$ cat src/rtl/sensor_protocol_pkg.sv
// Shared definitions for the sensor command link: request codes, error codes,
// dispatcher state encoding and a small classification helper.
package sensor_protocol_pkg;

   // Request codes understood by the sensor decoder
   localparam logic [7:0] REQ_CODE_00 = 8'h00;
   localparam logic [7:0] REQ_CODE_01 = 8'h01;
   localparam logic [7:0] REQ_CODE_02 = 8'h02;
   localparam logic [7:0] REQ_CODE_03 = 8'h03;
   localparam logic [7:0] REQ_CODE_04 = 8'h04;
   localparam logic [7:0] REQ_CODE_05 = 8'h05;
   localparam logic [7:0] REQ_CODE_06 = 8'h06;
   localparam logic [7:0] REQ_CODE_07 = 8'h07;
   localparam logic [7:0] REQ_CODE_08 = 8'h08;

   // Codes 07/08 stop a running measurement rather than start a new one
   localparam logic [7:0] REQ_STOP_A = REQ_CODE_07;
   localparam logic [7:0] REQ_STOP_B = REQ_CODE_08;

   // Error responses; chosen well away from the decoder status bytes 8'h10/8'h11
   localparam logic [7:0] ERR_BAD_ADDR = 8'hE0;
   localparam logic [7:0] ERR_TIMEOUT  = 8'hE1;

   typedef enum logic [2:0] {
      IDLE    = 3'd0,
      GET_CMD = 3'd1,
      ISSUE   = 3'd2,
      WAIT    = 3'd3,
      RESPOND = 3'd4
   } dispatch_state_t;

   function automatic logic is_stop_code(input logic [7:0] code);
      return (code == REQ_STOP_A) || (code == REQ_STOP_B);
   endfunction

endpackage

$ cat src/rtl/timeout_counter.sv
// Saturating cycle counter with a terminal-count flag, used for the inter-byte
// gap and the decoder reply deadline. Never wraps once it reaches the limit.
module timeout_counter #(
   parameter int TIMEOUT_CYCLES = 5_000_000
) (
   input  logic clock,
   input  logic reset,
   input  logic clear,
   input  logic count_en,
   output logic terminal
);

   localparam int RAW_W = $clog2(TIMEOUT_CYCLES);
   localparam int CNT_W = (RAW_W > 23) ? RAW_W : 23;
   localparam logic [CNT_W-1:0] TERMINAL_COUNT = CNT_W'(TIMEOUT_CYCLES - 1);

   logic [CNT_W-1:0] count_reg;
   logic [CNT_W-1:0] count_next;

   // Clear has priority; counting stops at the terminal value
   always_comb begin
      count_next = count_reg;
      if (clear) begin
         count_next = '0;
      end else if (count_en && (count_reg != TERMINAL_COUNT)) begin
         count_next = count_reg + 1'b1;
      end
   end

   // Count register with synchronous active-low reset
   always_ff @(posedge clock) begin
      if (!reset) begin
         count_reg <= '0;
      end else begin
         count_reg <= count_next;
      end
   end

   assign terminal = (count_reg == TERMINAL_COUNT);

endmodule

$ cat src/rtl/sensor_command_dispatcher.sv
// Assembles 2-byte command frames (address, request) from the UART byte stream,
// starts the sensor decoder, waits for its reply with a deadline and presents a
// 2-byte response with valid/ready handshake to the transmit path.
module sensor_command_dispatcher
   import sensor_protocol_pkg::*;
#(
   parameter int NUM_DEVICES    = 32,
   parameter int TIMEOUT_CYCLES = 5_000_000
) (
   input  logic                   clock,
   input  logic                   reset,
   input  logic                   rx_valid,
   input  logic [7:0]             rx_data,
   input  logic                   decoder_finished,
   input  logic [7:0]             decoder_data,
   output logic                   enable,
   output logic [NUM_DEVICES-1:0] device_selector,
   output logic [7:0]             request,
   output logic                   resp_valid,
   output logic [7:0]             resp_code,
   output logic [7:0]             resp_data,
   input  logic                   resp_ready,
   output logic                   busy
);

   localparam logic [8:0] NUM_DEVICES_W = 9'(NUM_DEVICES);

   dispatch_state_t state_reg, state_next;
   logic [7:0] addr_reg, addr_next;
   logic [7:0] cmd_reg, cmd_next;
   logic       stop_armed_reg, stop_armed_next;
   logic [7:0] stop_addr_reg, stop_addr_next;
   logic       enable_reg, enable_next;
   logic [NUM_DEVICES-1:0] selector_reg, selector_next;
   logic [7:0] request_reg, request_next;
   logic       resp_valid_reg, resp_valid_next;
   logic [7:0] resp_code_reg, resp_code_next;
   logic [7:0] resp_data_reg, resp_data_next;
   logic       cnt_clear, cnt_en, cnt_terminal;
   logic [NUM_DEVICES-1:0] addr_onehot;

   // One-hot decode of the latched address
   for (genvar gi = 0; gi < NUM_DEVICES; gi++) begin : g_select
      assign addr_onehot[gi] = (addr_reg == 8'(gi));
   end

   timeout_counter #(
      .TIMEOUT_CYCLES(TIMEOUT_CYCLES)
   ) u_timeout (
      .clock    (clock),
      .reset    (reset),
      .clear    (cnt_clear),
      .count_en (cnt_en),
      .terminal (cnt_terminal)
   );

   // Next-state and next-output logic; registered outputs hold by default
   always_comb begin
      state_next      = state_reg;
      addr_next       = addr_reg;
      cmd_next        = cmd_reg;
      stop_armed_next = stop_armed_reg;
      stop_addr_next  = stop_addr_reg;
      enable_next     = 1'b0;
      selector_next   = selector_reg;
      request_next    = request_reg;
      resp_valid_next = resp_valid_reg;
      resp_code_next  = resp_code_reg;
      resp_data_next  = resp_data_reg;
      cnt_clear       = 1'b0;
      cnt_en          = 1'b0;
      unique case (state_reg)
         IDLE: begin
            cnt_clear = 1'b1;
            if (rx_valid) begin
               addr_next  = rx_data;
               state_next = GET_CMD;
            end
         end
         GET_CMD: begin
            cnt_en = 1'b1;
            if (rx_valid) begin
               cmd_next = rx_data;
               if ({1'b0, addr_reg} >= NUM_DEVICES_W) begin
                  resp_valid_next = 1'b1;
                  resp_code_next  = ERR_BAD_ADDR;
                  resp_data_next  = addr_reg;
                  state_next      = RESPOND;
               end else begin
                  state_next = ISSUE;
               end
            end else if (cnt_terminal) begin
               // Half a frame and then silence: drop it without answering
               state_next = IDLE;
            end
         end
         ISSUE: begin
            cnt_clear       = 1'b1;
            enable_next     = 1'b1;
            selector_next   = addr_onehot;
            request_next    = cmd_reg;
            stop_armed_next = 1'b0;
            state_next      = WAIT;
         end
         WAIT: begin
            cnt_en = 1'b1;
            // A reply arriving on the deadline cycle still counts as a reply
            if (decoder_finished) begin
               resp_valid_next = 1'b1;
               resp_code_next  = cmd_reg;
               resp_data_next  = decoder_data;
               state_next      = RESPOND;
            end else if (cnt_terminal) begin
               resp_valid_next = 1'b1;
               resp_code_next  = ERR_TIMEOUT;
               resp_data_next  = 8'h00;
               state_next      = RESPOND;
            end else if (rx_valid) begin
               // Track frames while waiting; only a stop frame for the busy device acts
               if (!stop_armed_reg) begin
                  stop_armed_next = 1'b1;
                  stop_addr_next  = rx_data;
               end else begin
                  stop_armed_next = 1'b0;
                  if ((stop_addr_reg == addr_reg) && is_stop_code(rx_data)) begin
                     request_next = rx_data;
                  end
               end
            end
         end
         RESPOND: begin
            if (resp_valid_reg && resp_ready) begin
               resp_valid_next = 1'b0;
               selector_next   = '0;
               request_next    = '0;
               state_next      = IDLE;
            end
         end
         default: begin
            state_next = IDLE;
         end
      endcase
   end

   // State and output registers; reset overrides any frame or wait in progress
   always_ff @(posedge clock) begin
      if (!reset) begin
         state_reg      <= IDLE;
         addr_reg       <= '0;
         cmd_reg        <= '0;
         stop_armed_reg <= 1'b0;
         stop_addr_reg  <= '0;
         enable_reg     <= 1'b0;
         selector_reg   <= '0;
         request_reg    <= '0;
         resp_valid_reg <= 1'b0;
         resp_code_reg  <= '0;
         resp_data_reg  <= '0;
      end else begin
         state_reg      <= state_next;
         addr_reg       <= addr_next;
         cmd_reg        <= cmd_next;
         stop_armed_reg <= stop_armed_next;
         stop_addr_reg  <= stop_addr_next;
         enable_reg     <= enable_next;
         selector_reg   <= selector_next;
         request_reg    <= request_next;
         resp_valid_reg <= resp_valid_next;
         resp_code_reg  <= resp_code_next;
         resp_data_reg  <= resp_data_next;
      end
   end

   assign enable          = enable_reg;
   assign device_selector = selector_reg;
   assign request         = request_reg;
   assign resp_valid      = resp_valid_reg;
   assign resp_code       = resp_code_reg;
   assign resp_data       = resp_data_reg;
   assign busy            = (state_reg != IDLE);

endmodule

$ cat config.mk
export PLATFORM = sky130hd
export DESIGN_NAME = sensor_command_dispatcher
export DESIGN_NICKNAME = d
export VERILOG_FILES = /design/src/rtl/sensor_protocol_pkg.sv /design/src/rtl/timeout_counter.sv /design/src/rtl/sensor_command_dispatcher.sv
export SDC_FILE = /design/constraint.sdc
export NUM_CORES = 1
export LEC_CHECK = 0
export ABC_AREA = 0
export ABC_CLOCK_PERIOD_IN_PS = 4000
export CORE_UTILIZATION = 59
export DETAILED_ROUTE_END_ITERATION = 10
export DONT_BUFFER_PORTS = 1
export PLACE_DENSITY_LB_ADDON = 0.3
export SLEW_MARGIN = 20
export SYNTH_ARGS = -nofsm -noshare
export SYNTH_HDL_FRONTEND = slang
export SYNTH_HIERARCHICAL = 1
export SYNTH_SLANG_ARGS = --single-unit
$ cat constraint.sdc
create_clock -name clock -period 4 [get_ports clock]
set_input_delay 0.2 -clock clock [delete_from_list [all_inputs] [get_ports clock]]
set_output_delay 0.2 -clock clock [all_outputs]
set_load 0.02 [all_outputs]
==> results of run 1 <==
placed cells by master, fill, tap and decap left out, types with 5 or more instances in the layout:
cell,Yosys,routed
clkbuf_8,2,10
xnor2_1,5,5
or3_1,12,12
and2_1,5,5
nor3b_1,8,8
dfxtp_1,109,109
a21oi_1,12,12
nor2b_1,42,42
nor3_1,17,17
a32oi_1,5,5
a22oi_1,32,32
nand3_1,12,12
a211oi_1,8,8
nand2b_1,8,8
dlygate4sd3_1,0,9
a21boi_0,25,25
nand4_1,8,8
mux2i_1,5,5
o211ai_1,7,7
o21ai_0,13,13
xor2_1,16,16
nand2_1,94,94
nor2_1,38,38
or4_1,5,5
metal layers:
| layer | up-vias | routed length (um) | GRT usage |
|---|---|---|---|
| li1 | 2022 | - | - |
| met1 | 2051 | 5020 | 0.371 |
| met2 | 152 | 6080 | 0.462 |
| met3 | 32 | 897 | 0.0591 |
| met4 | 0 | 429 | 0.135 |
| met5 | - | 0 | 0 |
cell families (layout without fill, tap and decap cells):
group,after synthesis,after routing,share of synthesized area
AND/OR/NAND/NOR,278,278,0.292
AO/OA/AOI/OAI,123,123,0.179
flip-flops,109,109,0.437
buffers and inverters,41,31,0.0421
XOR/XNOR,21,21,0.0369
multiplexers,5,5,0.0100
adder cells (fa/ha/maj),1,1,0.00251
worst max path at each step:
| stage | start | endpoint | slack (ns) |
|---|---|---|---|
| 5_1_grt | u_timeout/count_reg[4] | resp_data[4] | 1.22 |
| 3_5_place_dp | u_timeout/count_reg[4] | resp_data[3] | 1.49 |
| 6_report | u_timeout/count_reg[4] | resp_data[3] | 1.43 |
| 4_1_cts | u_timeout/count_reg[4] | resp_data[3] | 1.45 |
| 3_3_place_gp | state_reg[2] | request[7] | 1.67 |
| 2_1_floorplan | u_timeout/count_reg[4] | resp_data[0] | 1.99 |
stage by stage:
stage	instances	utilization
2_1_floorplan	578	-
3_3_place_gp	647	0.601
3_5_place_dp	647	0.601
4_1_cts	673	0.641
5_1_grt	673	0.641
6_report	673	0.641
layout make-up:
class / instances / area, um2
multi-input combinational: 428 / 2600
inverter: 4 / 15.0
fill: 714 / 2950
clock buffer: 10 / 138
tap: 105 / 131
clock inverter: 6 / 75.1
timing repair buffer: 11 / 125
sequential: 109 / 2180
synth_stat cells, types with 2 or more instances:
master       n
or4b_2       3
and3_1       3
or3_1       12
nand2b_1     8
xor2_1      16
nor2_1      38
o221a_2      4
o31ai_1      4
buf_2        7
o21ai_0     13
buf_6        2
nand4_1      8
inv_1        4
o2111ai_1    4
or4_1        5
a21oi_1     12
xnor2_1      5
nand2_1     94
clkbuf_8     2
a211oi_1     8
o211ai_1     7
a32oi_1      5
nor3_1      17
clkbuf_1    23
nor4_1       4
and2_1       5
dfxtp_1    109
mux2i_1      5
buf_4        2
a22oi_1     32
a21boi_0    25
nor3b_1      8
or3_2        3
nand3_1     12
nor4b_1      4
nor2b_1     42
o21ai_1      2
where the power goes:
group	internal (mW)	total (mW)	switching (mW)
registers	1.11	1.16	0.0500
clock network	0.318	0.717	0.399
logic	0.0653	0.180	0.115
worst reg2reg max path: cells and delay by family (launching register included):
family	cells	cell delay (ns)
AO/OA/AOI/OAI	3	0.66
flip-flops	1	0.42
AND/OR/NAND/NOR	5	1.37
==> results_dict.tcl, run 1 <==
set metrics [dict create \
    tightest_slew_ns 1.05 \
    drc 0 \
    fin_skew_ns 0.0122 \
    yosys-top-cells-area "dfxtp_1 (44%), nand2_1 (7.1%), nor2b_1 (5.3%)" \
    core.rowCount 33 \
    setup_viol 0 \
    ys_types 58 \
    yosysWarningCount 6 \
    die_w_um 94.0 \
    holdPathEnd "request[0]" \
    fin_area_um2 5270 \
    hold_violations 1 \
    antenna_found_initial 0 \
    report.final.slew_viol_count 0 \
    port_buffers 0 \
    synth_area_um2 4990 \
    cts_tree "built" \
    antenna_left 0 \
    routabilityCongestion 0.838 \
    setup.worst_path.start_class "register" \
    rsz0062_at_grt "false" \
    finalNetCount 585 \
    r2r-start "u_timeout/count_reg[4]" \
    grt_pass1_wl_mm 19.7 \
    grt_pass1_vias 3884 \
    rrSetupSlack_ns 1.43 \
    reg2reg_depth 8 \
    cts_root_buf "clkbuf_8" \
    cts_hold_buffers 10 \
    setup_tns_ns 0 \
    layout-drive-gt1-share 0.0687 \
    place_area_um2 4930 \
    path_max_fanout 14 \
    min_from "reset" \
    die-area_um2 8830 \
    synth_edf_count 0 \
    ys_async_sr_fraction 0 \
    crit_required_ns 4.26 \
    status "finished, violations left" \
    cts_setup_buffers 0 \
    ys_ff_latch 109 \
    arrival_ns 2.83 \
    overflow 0 \
    critPathKind "reg -> reg" \
    drv_cap 0 \
    largest_reg_flops 32 \
    clk-insertion-delay-late_ns 0.38 \
    wirelength_mm 12.4 \
    core_um2 8220 \
    power_density_nw_per_um2 390 \
    violations "negative hold slack" \
    cts_resized 0 \
    critPathMaxStageDelay_ns 0.45 \
    min_path_cells 2 \
    htree_levels 3 \
    synth_nets 600 \
    critPathCaptureType "register" \
    path_clk_slew_ns 0.11 \
    die_y_um 94.0 \
    worst_slack_ns 1.43 \
    period_share 0.642 \
    cts_buffer_depth 2 \
    first_pass_iters 7 \
    crit_slowest_cell "nor3_1" \
    vias 4257 \
    synthDominantCellAreaShare 0.437 \
    vias_per_cell 6.33 \
    fin_total_pwr_mw 2.05 \
    cts_sinks 109 \
    cts_buffers 9 \
    peakVddDrop_mv 0.209 \
    relSlewSlack 0.296 \
    synth_area_leader_cell "dfxtp_1" \
    place_ws_ns 1.49 \
    synth_cells 578 \
    p_leak_nw 1.64 \
    holdWs_ns -0.000353 \
    synth-main-ff-cell "dfxtp_1" \
    worstPathCellList "nand2_1, or3_1, nor3_1, o21ai_0, o21ai_1, nand2_1, a211oi_1, nor3b_1" \
    area_delta_synth_final_pct 5.52 \
    antennaDiodeCount 0 \
    cpMostUsedCell "nand2_1" \
    ios 80 \
    hold_path_class "in -> reg" \
    wl_per_cell_um 18.5 \
    seq_area_frac_synth 0.437 \
    cp_num_buf_inv 0 \
    grt_max_degree 87 \
    start_util 0.607 \
    fmax_mhz 390 \
    hpwl_mm 8.42 \
    path_delay_family "simple AND/OR/NAND/NOR gates" \
    syn_area_per_cell_um2 8.64 \
    crit_cells 8 \
    rr_endpoint "resp_data[3]" \
    drtIter0Drc 308 \
    grtUsageTotal 0.288 \
    fin_crit_ns 2.57 \
]
No activity file was read; power rests on OpenSTA's default activity.
==> run 2, diff against run 1 <==
--- a/config.mk
+++ b/config.mk
@@ -6,7 +6,7 @@
 export NUM_CORES = 1
 export LEC_CHECK = 0
 export ABC_AREA = 0
-export ABC_CLOCK_PERIOD_IN_PS = 4000
+export ABC_CLOCK_PERIOD_IN_PS = 2590
 export CORE_UTILIZATION = 59
 export DETAILED_ROUTE_END_ITERATION = 10
 export DONT_BUFFER_PORTS = 1
==> constraint.sdc (replaced) <==
create_clock -name clock -period 2.59 [get_ports clock]
set_input_delay 0.1295 -clock clock [delete_from_list [all_inputs] [get_ports clock]]
set_output_delay 0.1295 -clock clock [all_outputs]
set_load 0.02 [all_outputs]
==> run 2 against run 1 <==
  * The flow now finishes without violations
  * Non-clock buffer count is 11 higher
  * Via count shrank 1.9%
  * Setup slack worse by 1.2 ns
  * Clock skew about the same
  * Final cell count up 1.6%
  * Wire length is 1.6% lower
  * Critical path type unchanged
  * Critical endpoint is now u_timeout/count_reg[6]
  * Largest cell class unchanged
==> results_dict.tcl, run 2 (synthesized netlist as in run 1, its figures left out) <==
set metrics [dict create \
    critPathLaunch "u_timeout/count_reg[0]" \
    cts_setup_buffers 0 \
    hold_violations 0 \
    crit_required_ns 2.86 \
    vias 4177 \
    relSlewSlack 0.566 \
    grtUsageTotal 0.285 \
    worstPathCellList "ha_1, nand3_2, or4_1, o21ai_2, or4_2, a21oi_1" \
    core.rowCount 33 \
    drc 0 \
    final_cell_mix "dfxtp_1 (109), nand2_1 (94), nor2b_1 (42), nor2_1 (38), a22oi_1 (32)" \
    path_clk_slew_ns 0.11 \
    cts_buffers 9 \
    rsz0062_at_grt "false" \
    critPathKind "reg -> reg" \
    antenna_left 0 \
    cts_tree "built" \
    setup.worst_path.start_class "register" \
    area_delta_synth_final_pct 6.89 \
    min_path_cells 3 \
    start_util 0.607 \
    critPathMaxStageDelay_ns 0.58 \
    holdPathEnd "state_reg[0]" \
    arrival_ns 2.60 \
    drtIter0Drc 292 \
    tightest_slew_ns 0.650 \
    first_pass_iters 5 \
    grt_pass1_wl_mm 19.5 \
    reg2reg_depth 6 \
    setup_tns_ns 0 \
    routabilityCongestion 0.862 \
    pwr-share-comb 0.097 \
    rr_endpoint "u_timeout/count_reg[6]" \
    path_max_fanout 15 \
    vias_per_cell 6.11 \
    p_leak_nw 1.69 \
    final_common_cell "dfxtp_1" \
    largest_reg_flops 32 \
    period_share 0.899 \
    die_w_um 94.0 \
    overflow 0 \
    grt_max_degree 90 \
    htree_levels 3 \
    die_y_um 94.0 \
    swShare 0.280 \
    cts_root_buf "clkbuf_8" \
    fill_cells 690 \
    crit_slowest_cell "or4_1" \
    fin_crit_ns 2.33 \
    hold_path_class "in -> reg" \
    clk-insertion-delay-late_ns 0.38 \
    clkPwrFrac 0.325 \
    die-area_um2 8830 \
    cp_num_buf_inv 0 \
    fin_skew_ns 0.0119 \
    fmax_mhz 430 \
    internal_power_mw 2.22 \
    fin_util 0.649 \
    antennaDiodeCount 0 \
    grt_pass1_vias 3942 \
    report.final.slew_viol_count 0 \
    hpwl_mm 8.30 \
    critPathCaptureType "register" \
    holdWs_ns 0.0242 \
    wl_per_cell_um 17.9 \
    status "finished, final reports clean" \
    core_um2 8220 \
    rrSetupSlack_ns 0.26 \
    ios 80 \
    min_from "decoder_finished" \
    layout-drive-gt1-share 0.0864 \
    p_seq_frac 0.578 \
    wirelength_mm 12.2 \
    path_delay_family "simple AND/OR/NAND/NOR gates" \
    port_buffers 0 \
    r2r-start "u_timeout/count_reg[0]" \
    peakVddDrop_mv 0.399 \
    finalNetCount 596 \
    cts_buffer_depth 2 \
    setup_viol 0 \
    p_sw_mw 0.862 \
    antenna_found_initial 0 \
    cts_sinks 109 \
    fin_total_pwr_mw 3.08 \
    power_density_nw_per_um2 577 \
    drv_cap 0 \
]
-- run 2: cell types whose count changed in the layout (fill, tap and decap cells not counted) --
cell           previous run  this run
clkinv_4                  0         2
bufinv_16                 1         0
buf_4                     1        11
nor3_2                    1         2
dlygate4sd3_1             9        10
nor3_1                   17        16
inv_6                     3         2
-- run 2: layout make-up --
cell class / count / area (um2) / area share
Timing Repair Buffer: 22 / 210 / 0.0394
Tap cell: 105 / 131 / 0.0246
Clock inverter: 6 / 53.8 / 0.0101
Inverter: 4 / 15.0 / 0.00281
Multi-Input combinational cell: 428 / 2610 / 0.488
Clock buffer: 10 / 138 / 0.0258
Sequential cell: 109 / 2180 / 0.409
-- run 2: power groups by stage --
stage               Combinational, mW  Sequential, mW  Clock [mW]
floorplan                       0.242            1.79           0
global placement                0.249            1.82           0
detailed placement              0.256            1.82           0
CTS                             0.296            1.78        1.02
global route                    0.330            1.79        1.08
finish                          0.299            1.78        1.00
-- run 2: worst reg2reg max path, stage by stage (launching register included) --
cell and delay, ns:
dfxtp_1 0.42, ha_1 0.25, nand3_2 0.18, or4_1 0.58, o21ai_2 0.50, or4_2 0.22
a21oi_1 0.06
-- run 2: routing by layer --
metal,GRT usage,wire [um]
met1,0.339,5110
met2,0.494,6160
met3,0.0785,676
met4,0.0949,273
met5,0,0
-- run 2: how the worst max path moves through the flow --
stage                                   to  slack (ns)  cells past startpoint
global route                  resp_data[7]        0.01                      8
floorplan                     resp_data[0]        0.58                      9
CTS                           resp_data[2]        0.17                      8
global placement              resp_data[3]        0.32                      8
detailed placement            resp_data[4]        0.18                      8
finish              u_timeout/count_reg[6]        0.26                      6
-- run 2: repair_timing --
item,CTS,global route
endpoints found under the setup margin,0,17
hold endpoints to repair,86,0
resized for setup,0,1
hold buffers,11,0
-- run 2: per-stage QoR --
| stage | worst slack (ns) | instance area (um2) | instances |
|---|---|---|---|
| 2_1_floorplan | 0.583 | 4990 | 578 |
| 3_3_place_gp | 0.323 | 5010 | 657 |
| 3_5_place_dp | 0.183 | 5010 | 657 |
| 4_1_cts | 0.170 | 5330 | 684 |
| 5_1_grt | 0.0106 | 5340 | 684 |
| 6_report | 0.263 | 5340 | 684 |
